==> src/rtl/bomb_sfx_player.sv <==
// bomb_sfx_player: plays the bomb sample ROM once per trigger, scaled by a 3-bit volume.
// Ports:
//   i_clk, i_reset       clock, asynchronous active-high reset
//   i_vol[2:0]           volume, 0 = mute, 7 = 7/8 scale, latched per request
//   i_trigger            one-cycle pulse, starts or restarts playback
//   i_sample_req         one-cycle pulse, requests the next output sample
//   o_rom_addr           registered address to the synchronous sample ROM
//   i_rom_data[15:0]     signed ROM sample, valid one cycle after o_rom_addr
//   o_sample_out[15:0]   signed scaled sample, held between updates
//   o_sample_valid       one-cycle strobe when o_sample_out updates
//   o_busy               high while playing
//   o_done               one-cycle pulse with the last sample of a pass
module bomb_sfx_player #(
    parameter int SAMPLE_LEN = 12000,
    parameter int ADDR_W     = 14
) (
    input  logic              i_clk,
    input  logic              i_reset,
    input  logic [2:0]        i_vol,
    input  logic              i_trigger,
    input  logic              i_sample_req,
    output logic [ADDR_W-1:0] o_rom_addr,
    input  logic [15:0]       i_rom_data,
    output logic [15:0]       o_sample_out,
    output logic              o_sample_valid,
    output logic              o_busy,
    output logic              o_done
);
    typedef enum logic {S_IDLE, S_PLAY} state_t;
    state_t            r_state, w_state_n;
    logic [ADDR_W-1:0] w_addr_n;
    logic              r_s1_v, r_s1_play, r_s1_cnt, r_s1_last, r_s2_cnt;
    logic [2:0]        r_s1_vol;
    logic              w_accept;
    logic signed [19:0] w_prod;
    assign o_busy   = (r_state == S_PLAY);
    // a request is ignored while an earlier one is still in the pipeline
    assign w_accept = i_sample_req & ~r_s1_v & ~o_sample_valid;
    // volume is zero-extended so it is always a non-negative multiplier
    assign w_prod   = $signed({{4{i_rom_data[15]}}, i_rom_data}) * $signed({17'd0, r_s1_vol});
    // *_cnt flags mark samples that advance the current pass; a trigger
    // drops them so in-flight samples never count against the new pass
    always_ff @(posedge i_clk or posedge i_reset) begin
        if (i_reset) begin
            r_s1_v         <= 1'b0;
            r_s1_play      <= 1'b0;
            r_s1_cnt       <= 1'b0;
            r_s1_last      <= 1'b0;
            r_s1_vol       <= '0;
            r_s2_cnt       <= 1'b0;
            o_sample_out   <= '0;
            o_sample_valid <= 1'b0;
            o_done         <= 1'b0;
        end else begin
            r_s1_v   <= w_accept;
            r_s1_cnt <= w_accept & o_busy & ~i_trigger;
            if (w_accept) begin
                r_s1_vol  <= i_vol;
                r_s1_play <= o_busy;
                r_s1_last <= (o_rom_addr == ADDR_W'(SAMPLE_LEN - 1));
            end
            o_sample_valid <= r_s1_v;
            if (r_s1_v)
                o_sample_out <= r_s1_play ? 16'(w_prod >>> 3) : '0;
            r_s2_cnt <= r_s1_v & r_s1_cnt & ~i_trigger;
            o_done   <= r_s1_v & r_s1_cnt & r_s1_last & ~i_trigger;
        end
    end
    always_ff @(posedge i_clk or posedge i_reset) begin
        if (i_reset) begin
            r_state    <= S_IDLE;
            o_rom_addr <= '0;
        end else begin
            r_state    <= w_state_n;
            o_rom_addr <= w_addr_n;
        end
    end
    // the address advances in the cycle the counted sample is emitted
    always_comb begin
        w_state_n = r_state;
        w_addr_n  = o_rom_addr;
        if (i_trigger) begin
            w_state_n = S_PLAY;
            w_addr_n  = '0;
        end else if (r_s2_cnt) begin
            w_state_n = o_done ? S_IDLE : S_PLAY;
            w_addr_n  = o_done ? '0 : o_rom_addr + ADDR_W'(1);
        end
    end
endmodule

==> config.mk <==
export PLATFORM = sky130hd
export DESIGN_NAME = bomb_sfx_player
export DESIGN_NICKNAME = d
export VERILOG_FILES = /design/src/rtl/bomb_sfx_player.sv
export SDC_FILE = /design/constraint.sdc
export NUM_CORES = 1
export LEC_CHECK = 0
export ABC_CLOCK_PERIOD_IN_PS = 5700
export BUFFER_PORTS_ARGS = -buffer_cell sky130_fd_sc_hd__buf_2
export CAP_MARGIN = 40
export CORE_UTILIZATION = 55
export DETAILED_ROUTE_END_ITERATION = 6
export PLACE_DENSITY = 0.87
export SLEW_MARGIN = 20
export SYNTH_ARGS = -nofsm -noshare
export SYNTH_HDL_FRONTEND = slang
export SYNTH_SLANG_ARGS = --single-unit
==> constraint.sdc <==
create_clock -name i_clk -period 5.7 [get_ports i_clk]
set_input_delay 0.285 -clock i_clk [delete_from_list [all_inputs] [get_ports i_clk]]
set_output_delay 0.285 -clock i_clk [all_outputs]
set_load 0.005 [all_outputs]
# --- Yosys cells after proc, flatten, opt, wreduce, memory -nomap -nowiden ---
# Index checks and enable logic that the tools add are counted.
classes:
  add_sub_neg: 1
  mul: 1
  eq_ne: 1
  mux: 7
  n_bitwise: 11
  reduce_logical: 1
ops:
  columns: ["op", "n"]
  rows:
  - ["$mux 14", 3]
  - ["$mul 16x4->19", 1]
  - ["$mux 16", 1]
  - ["$add 14x1->14 const B", 1]
  - ["$eq 14x14->1 const B", 1]
  - ["$and 1x1->1", 8]
  - ["$mux 1", 3]
  - ["$not 1->1", 3]
  - ["$reduce_bool 2->1", 1]
word_totals:
  regBits: 41
  input_bits: 23
  output_inout_bits: 33
  elab_cells: 33

# --- Depth between registers and ports, before layout ---
# Gate-level depths: netlist of run 1.
depth:
  word_depth: 5
  ltp_mapped: 13
  mapped_depth_nobuf: 12

# --- Worst setup path after synthesis of run 1 ---
# OpenSTA, ideal clock, no wires.
synth_timing:
  path_kind: "reg2reg"
  startpoint: "reg r_s1_vol[1]"
  endpoint: "reg o_sample_out[10]"
  setup_time_ps: 141
  arrival_ps: 3204
  t_required_ps: 5559
  setup_slack_ps: 2355
  path_stages_with_launch: 14
  path_buffers: 1
  period_less_slack_ps: 3345
  path_cell_list: "dfrtp_1 > clkbuf_1 > and2_1 > ha_1 > inv_1 > fa_1 > inv_1 > ha_1 > and4_1 > a221o_1 > o311ai_4 > o21a_4 > xor2_2 > o22ai_1"
synth_between:
  elab_chain_cells: 2
synth_rtl:
  columns: ["element", "line_no", "text"]
  rows:
  - ["start, declared", "33", "logic [2:0] r_s1_vol;"]
  - ["start signal, assigned", "58", "r_s1_vol <= i_vol;"]
  - ["$mul 16x4->19", "40", "assign w_prod = $signed({{4{i_rom_data[15]}}, i_rom_data}) * $signed({17'd0, r_s1_vol});"]
  - ["$mux 16", "64", "o_sample_out <= r_s1_play ? 16'(w_prod >>> 3) : '0;"]
  - ["end signal, assigned", "64", null]
  - ["end, declared", "24", "output logic [15:0] o_sample_out,"]
# Every way passes these cells.
# A chain may end at the register's enable or synchronous reset.

# --- Worst setup path after layout of run 1 ---
layout_timing:
  startpoint: "reg r_s1_vol[1]"
  endpoint: "reg o_sample_out[11]"
# The elaborated chain is that of the path after synthesis.

==> results of run 1 <==
-- cells by family after synthesis --
| logic type | count (synthesis) | share of synthesized area |
|---|---|---|
| AND/OR/NAND/NOR | 135 | 0.201 |
| buffers and inverters | 88 | 0.0936 |
| AO/OA/AOI/OAI | 80 | 0.148 |
| adder cells (fa/ha/maj) | 49 | 0.208 |
| flip-flops | 41 | 0.291 |
| XOR/XNOR | 13 | 0.0344 |
| multiplexers | 8 | 0.0244 |
-- worst min-delay path, cell delays in order --
cell and delay (ns):
buf_2 0.09, inv_1 0.04, buf_4 0.42
-- through the flow --
stage          instance area [sq um]  setup slack [ns]  std cells   util
6_report                        3990              2.05        543  0.658
5_1_grt                         3990              1.89        543  0.658
4_1_cts                         3990              2.09        543  0.658
3_5_place_dp                    3870              2.09        535  0.639
3_3_place_gp                    3870              2.23        535  0.639
2_1_floorplan                   3530              2.36        414      -
-- synthesized netlist by cell type, types with 2 or more instances --
cell type,n
a21oi_1,23
a22oi_1,4
a31o_1,2
a31oi_1,2
and2_1,33
and3_1,5
and3b_1,2
clkbuf_1,11
dfrtp_1,41
fa_1,16
ha_1,33
inv_1,77
mux2_2,5
mux2i_1,3
nand2_1,32
nand2b_1,5
nand3_1,9
nand3b_1,2
nand4_1,2
nor2_1,22
nor2b_1,6
nor3_1,8
nor4_1,3
o211ai_1,2
o21a_1,4
o21ai_0,14
o21ai_1,6
o22ai_1,9
o31ai_1,2
o32ai_1,2
xnor2_1,6
xor2_1,6
-- final timing paths --
path	startpoint	end	slack, ns
min in group i_clk	i_vol[2]	r_s1_vol[2]$_DFFE_PP0P_	0.24
max in group asynchronous	i_reset	o_rom_addr[11]$_DFFE_PP0P_	5.26
max	r_s1_vol[1]$_DFFE_PP0P_	o_sample_out[11]$_DFFE_PP0P_	2.05
min	i_reset	o_rom_addr[3]$_DFFE_PP0P_	0.10
max reg2reg	r_s1_vol[1]$_DFFE_PP0P_	o_sample_out[11]$_DFFE_PP0P_	2.05
min reg2reg	r_s1_last$_DFFE_PP0P_	o_done$_DFF_PP0_	0.50
-- per-layer routing --
layer	wire length, um	part of all wire	track usage
met1	3420	0.46	0.299
met2	3650	0.49	0.414
met3	240	0.032	0.0330
met4	135	0.018	0.0702
met5	0	0	0
-- where the power goes --
group	internal [W]	switching [W]	total [W]
registers	0.000352	0.0000599	0.000412
logic	0.000307	0.000389	0.000697
clock network	0.000143	0.0000971	0.000240
-- cell type report --
class                           count  area, sq um  share of cell area
Clock inverter                      1         30.0             0.00753
Inverter                           77          289              0.0724
Multi-Input combinational cell    285         2170               0.545
Tap cell                           75         93.8              0.0235
Timing Repair Buffer               57          290              0.0727
Clock buffer                        7         86.3              0.0216
Sequential cell                    41         1030               0.257
-- cell usage in the layout (no fill, tap or decap), types with 3 or more instances in the layout --
master	n
buf_2	55
fa_1	16
nand2_1	32
a21oi_1	23
clkbuf_8	6
and2_1	33
inv_1	77
nor3_1	8
ha_1	33
nand3_1	9
nand2b_1	5
nor2_1	22
nor2b_1	6
nor4_1	3
dfrtp_1	41
o21ai_0	14
o22ai_1	9
xnor2_1	6
mux2_2	5
mux2i_1	3
o21ai_1	6
a22oi_1	4
and3_1	5
xor2_1	6
o21a_1	4
==> results_dict.tcl, run 1 <==
set metrics [dict create \
    clock_sinks 41 \
    maxCapViolCount 0 \
    synth_flop_cell "dfrtp_1" \
    ant_nets 0 \
    synth_top_cell_area_share 0.291 \
    worstPathMaxFanout 18 \
    grt_usage 0.236 \
    synth.area.top_cells "dfrtp_1 29%, ha_1 12%, fa_1 9.1%" \
    ys_seq_area_frac 0.291 \
    worst_pin_slew_ns 0.574 \
    slew_violations 0 \
    startpoint_type "flip-flop" \
    synth_seq_cells 41 \
    fillers 513 \
    hold_class "primary input to async pin" \
    row_count 28 \
    max-clock-path-buffers 2 \
    syn_area_per_cell_sq_um 8.53 \
    post-route-period-util 0.640 \
    critical_path_class "flip-flop to flip-flop" \
    finalSetupViolations 0 \
    crit_path_max_incr_delay_ns 0.58 \
    largest_reg_flops 16 \
    netlist_area_sq_um 3530 \
    crit_chain "and2_1 > ha_1 > fa_1 > inv_1 > fa_1 > nor2b_1 > o311ai_1 > a211oi_2 > nor2b_1 > o211a_1 > o32ai_1" \
    syn_inst 414 \
    htreeDepth 2 \
    min_period_ns 3.65 \
    hold_violations 0 \
    drt_iter0_drc 165 \
    tritoncts "done" \
    cts_resized 0 \
    io_buffer_count 55 \
    die-area_sq_um 6740 \
    drive_gt1_frac 0.160 \
    antenna_found_initial 0 \
    final_nets 539 \
    async_reset_ff_frac 1.00 \
    critical_path.top_delay_family "adder cells" \
    crit_cells 11 \
    drt_wl_total_um 7450 \
    clk_latency_ns 0.29 \
    coreArea_sq_um 6060 \
    ctsHoldBuffers 0 \
    post_drt_wl_per_cell_um 13.7 \
    grt_max_degree 42 \
    synthToLayoutAreaGrowth_pct 13.0 \
    diodes 0 \
    skew_ns 0.00455 \
    leakagePower_nw 2.10 \
    vias_per_cell 5.55 \
    clockRootBuffer "clkbuf_8" \
    post_cts_buffers 0 \
    yosys.area.top_type "dfrtp_1" \
    worstPathRequired_ns 5.89 \
    ys_warn_count 0 \
    rsz0062_at_grt "no" \
    syn_nets 486 \
    tns_ns 0 \
    die_y_um 82.1 \
    cp_slowest_cell "fa_1" \
    hpwlAfterDp_um 5750 \
    fmax_mhz 274 \
    dr.pass1.iters 4 \
    reg_top3 "o_sample_out x16, o_rom_addr x14, r_s1_vol x3" \
    outcome "finished, final reports clean" \
    largest_register "o_sample_out" \
    synth_edf_count 0 \
    rr_worst_depth 11 \
    power_per_cell_area_nw_per_um2 338 \
    vias 3012 \
    die_w_um 82.1 \
    relSlewSlack 0.615 \
    synth_cell_types 49 \
    hold_slack_ns 0.103 \
    drc_errors 0 \
    worstSetupEndpointType "flip-flop" \
    grt_pass1_vias 2911 \
    worstPathArrival_ns 3.83 \
    grt_overflow_total 0 \
    initial_core_util 0.583 \
    gp_congestion 0.845 \
    pin_count 56 \
    clk_pin_slew_ns 0.08 \
    numCtsBuffers 5 \
    path_buf_inv 1 \
    grt_first_pass_wirelength_um 12400 \
    ir_drop_v 0.000244 \
    power_w 0.00135 \
]
(Power assumes the default switching activity.)
==> run 2, diff against run 1 <==
--- a/config.mk
+++ b/config.mk
@@ -5,12 +5,12 @@
 export SDC_FILE = /design/constraint.sdc
 export NUM_CORES = 1
 export LEC_CHECK = 0
-export ABC_CLOCK_PERIOD_IN_PS = 5700
+export ABC_CLOCK_PERIOD_IN_PS = 3100
 export BUFFER_PORTS_ARGS = -buffer_cell sky130_fd_sc_hd__buf_2
 export CAP_MARGIN = 40
-export CORE_UTILIZATION = 55
+export CORE_UTILIZATION = 52
 export DETAILED_ROUTE_END_ITERATION = 6
-export PLACE_DENSITY = 0.87
+export PLACE_DENSITY = 0.86
 export SLEW_MARGIN = 20
 export SYNTH_ARGS = -nofsm -noshare
 export SYNTH_HDL_FRONTEND = slang
==> constraint.sdc (replaced) <==
create_clock -name i_clk -period 3.1 [get_ports i_clk]
set_input_delay 0.155 -clock i_clk [delete_from_list [all_inputs] [get_ports i_clk]]
set_output_delay 0.155 -clock i_clk [all_outputs]
set_load 0.005 [all_outputs]
==> run 2 against run 1 <==
  * The run now ends with design-rule violations, negative hold slack, negative setup slack left
  * Combinational power rose to 2.7 times the previous value
  * Utilization grew 3.7 points
  * Critical path depth increased by 3
  * Design area grew 13%
  * Clock skew up 0.0051 ns
  * Routed wire length grew 23%
  * Sequential cell count unchanged
  * Sequential share of layout area shrank 2.8 points
  * Worst hold slack worse by 0.11 ns
  * Setup slack lost 2.1 ns
  * Register-to-register slack worse by 2.1 ns
==> results_dict.tcl, run 2 (synthesis results as in run 1) <==
set metrics [dict create \
    outcome "complete, but fails checks" \
    violations "design-rule violations, negative hold slack, negative setup slack" \
    max-clock-path-buffers 2 \
    final_util 0.695 \
    critical_path.top_delay_family "adder cells" \
    power_per_cell_area_nw_per_um2 656 \
    path_buf_inv 4 \
    diodes 0 \
    vias_per_cell 5.69 \
    hold_slack_ns -0.0121 \
    drt_iter0_drc 305 \
    worstSetupEndpointType "flip-flop" \
    hold_class "primary input to async pin" \
    most-common-layout-cells "68 x inv_1, 55 x buf_2, 39 x dfrtp_1, 30 x nand2_1, 23 x and2_1" \
    post-route-period-util 1.03 \
    initial_core_util 0.547 \
    worstPathArrival_ns 3.35 \
    rrSetupSlack_ns -0.09 \
    clk_pin_slew_ns 0.08 \
    relSlewSlack 0.625 \
    clock_sinks 41 \
    vias 3246 \
    worstPathMaxFanout 6 \
    reg_top3 "o_sample_out x16, o_rom_addr x14, r_s1_vol x3" \
    die-area_sq_um 7120 \
    crit_path_max_incr_delay_ns 0.52 \
    hold_violations 18 \
    largest_register "o_sample_out" \
    final_common_cell "inv_1" \
    clockRootBuffer "clkbuf_8" \
    drive_gt1_frac 0.310 \
    rsz0062_at_grt "yes" \
    largest_reg_flops 16 \
    die_y_um 84.4 \
    hpwlAfterDp_um 6090 \
    coreArea_sq_um 6460 \
    slew_violations 0 \
    grt_max_degree 42 \
    antenna_found_initial 0 \
    final_nets 565 \
    drt_wl_total_um 9150 \
    setup_slack_ns -0.0931 \
    gp_congestion 0.880 \
    power_w 0.00295 \
    grt_first_pass_wirelength_um 14200 \
    worst_pin_slew_ns 0.559 \
    leakagePower_nw 2.24 \
    drc_errors 4 \
    row_count 29 \
    grt_overflow_total 0 \
    clk_latency_ns 0.30 \
    dr.pass1.iters 7 \
    min_period_ns 3.19 \
    post_drt_wl_per_cell_um 16.0 \
    htreeDepth 2 \
    worstPathRequired_ns 3.26 \
    crit_chain "buf_6 > buf_4 > and2_1 > ha_1 > inv_1 > fa_1 > inv_1 > ha_1 > a21oi_1 > o21bai_1 > a21oi_2 > mux2i_1 > a31oi_1 > o221ai_1" \
    critical_path_class "flip-flop to flip-flop" \
    io_buffer_count 55 \
    grt_usage 0.246 \
    numCtsBuffers 5 \
    tritoncts "done" \
    die_w_um 84.4 \
    fillers 454 \
    maxCapViolCount 0 \
    cp_slowest_cell "fa_1" \
    ant_nets 0 \
    ir_drop_v 0.000428 \
    grt_pass1_vias 3132 \
    fmax_mhz 313 \
    finalSetupViolations 6 \
    pin_count 56 \
    skew_ns 0.00961 \
    startpoint_type "flip-flop" \
    synthToLayoutAreaGrowth_pct 27.1 \
]
run 2: cell types whose count changed in the layout (fill, tap and decap cells not counted), moves of 6 or more:
cell | previous run | this run
and2_4 | 0 | 10
inv_2 | 0 | 9
and2_1 | 33 | 23
buf_6 | 0 | 6
a21oi_2 | 0 | 8
a21oi_1 | 23 | 15
inv_1 | 77 | 68
ha_1 | 33 | 20
ha_4 | 0 | 13
buf_4 | 2 | 22
run 2: worst register-to-register path, stage by stage, from the launching register on:
cell	delay (ns)
dfrtp_2	0.45
buf_6	0.15
buf_4	0.15
and2_1	0.14
ha_1	0.27
inv_1	0.05
fa_1	0.52
inv_1	0.04
ha_1	0.30
a21oi_1	0.22
o21bai_1	0.14
a21oi_2	0.22
mux2i_1	0.11
a31oi_1	0.16
o221ai_1	0.14
run 2: through the flow:
step / instance area [sq um] / TNS [ns] / worst slack, ns / std cells / hold WS (ns)
2_1_floorplan: 3560 / -0.00000200 / -0.00000200 / 414 / 0.307
3_3_place_gp: 4040 / -0.00488 / -0.00488 / 555 / 0.309
3_5_place_dp: 4040 / -0.580 / -0.108 / 555 / 0.320
4_1_cts: 4300 / -0.0506 / -0.0312 / 570 / 0.00316
5_1_grt: 4490 / -1.07 / -0.167 / 570 / 0.0403
6_report: 4490 / -0.262 / -0.0931 / 570 / -0.0121
run 2: what timing repair did:
| action | CTS | global route |
|---|---|---|
| resized for setup | 28 | 39 |
| hold buffers | 0 | 0 |
| pin swaps | 21 | 24 |
| setup endpoints to repair | 9 | 9 |
| buffers inserted | 8 | 1 |
run 2: cell type report:
class | instances | area (sq um) | share of cell area
Multi-Input combinational cell | 285 | 2480 | 0.553
Sequential cell | 41 | 1030 | 0.229
Timing Repair Buffer | 83 | 508 | 0.113
Inverter | 77 | 289 | 0.0644
Tap cell | 77 | 96.3 | 0.0215
Clock buffer | 7 | 86.3 | 0.0192
run 2: metal layers:
metal	GRT usage	wire length (um)
met5	0	0
met1	0.314	3710
met4	0.0632	250
met3	0.0374	471
met2	0.440	4720
run 2: where the power goes:
part	internal (W)	switching [W]	total (W)
combinational	0.000868	0.000981	0.00185
sequential	0.000649	0.0000900	0.000739
clock	0.000177	0.000181	0.000358
total	0.00169	0.00125	0.00295
run 2: path summary, 6_finish.rpt:
path | from | to | depth (start not counted)
setup / recovery | r_s1_vol[1]$_DFFE_PP0P_ | o_sample_out[14]$_DFFE_PP0P_ | 14
setup reg to reg | r_s1_vol[1]$_DFFE_PP0P_ | o_sample_out[14]$_DFFE_PP0P_ | 14
max in group asynchronous | i_reset | r_s1_vol[2]$_DFFE_PP0P_ | 3
min in group i_clk | i_vol[0] | r_s1_vol[0]$_DFFE_PP0P_ | 2
hold / removal | i_reset | o_rom_addr[2]$_DFFE_PP0P_ | 3
hold reg to reg | r_s1_last$_DFFE_PP0P_ | o_done$_DFF_PP0_ | 1
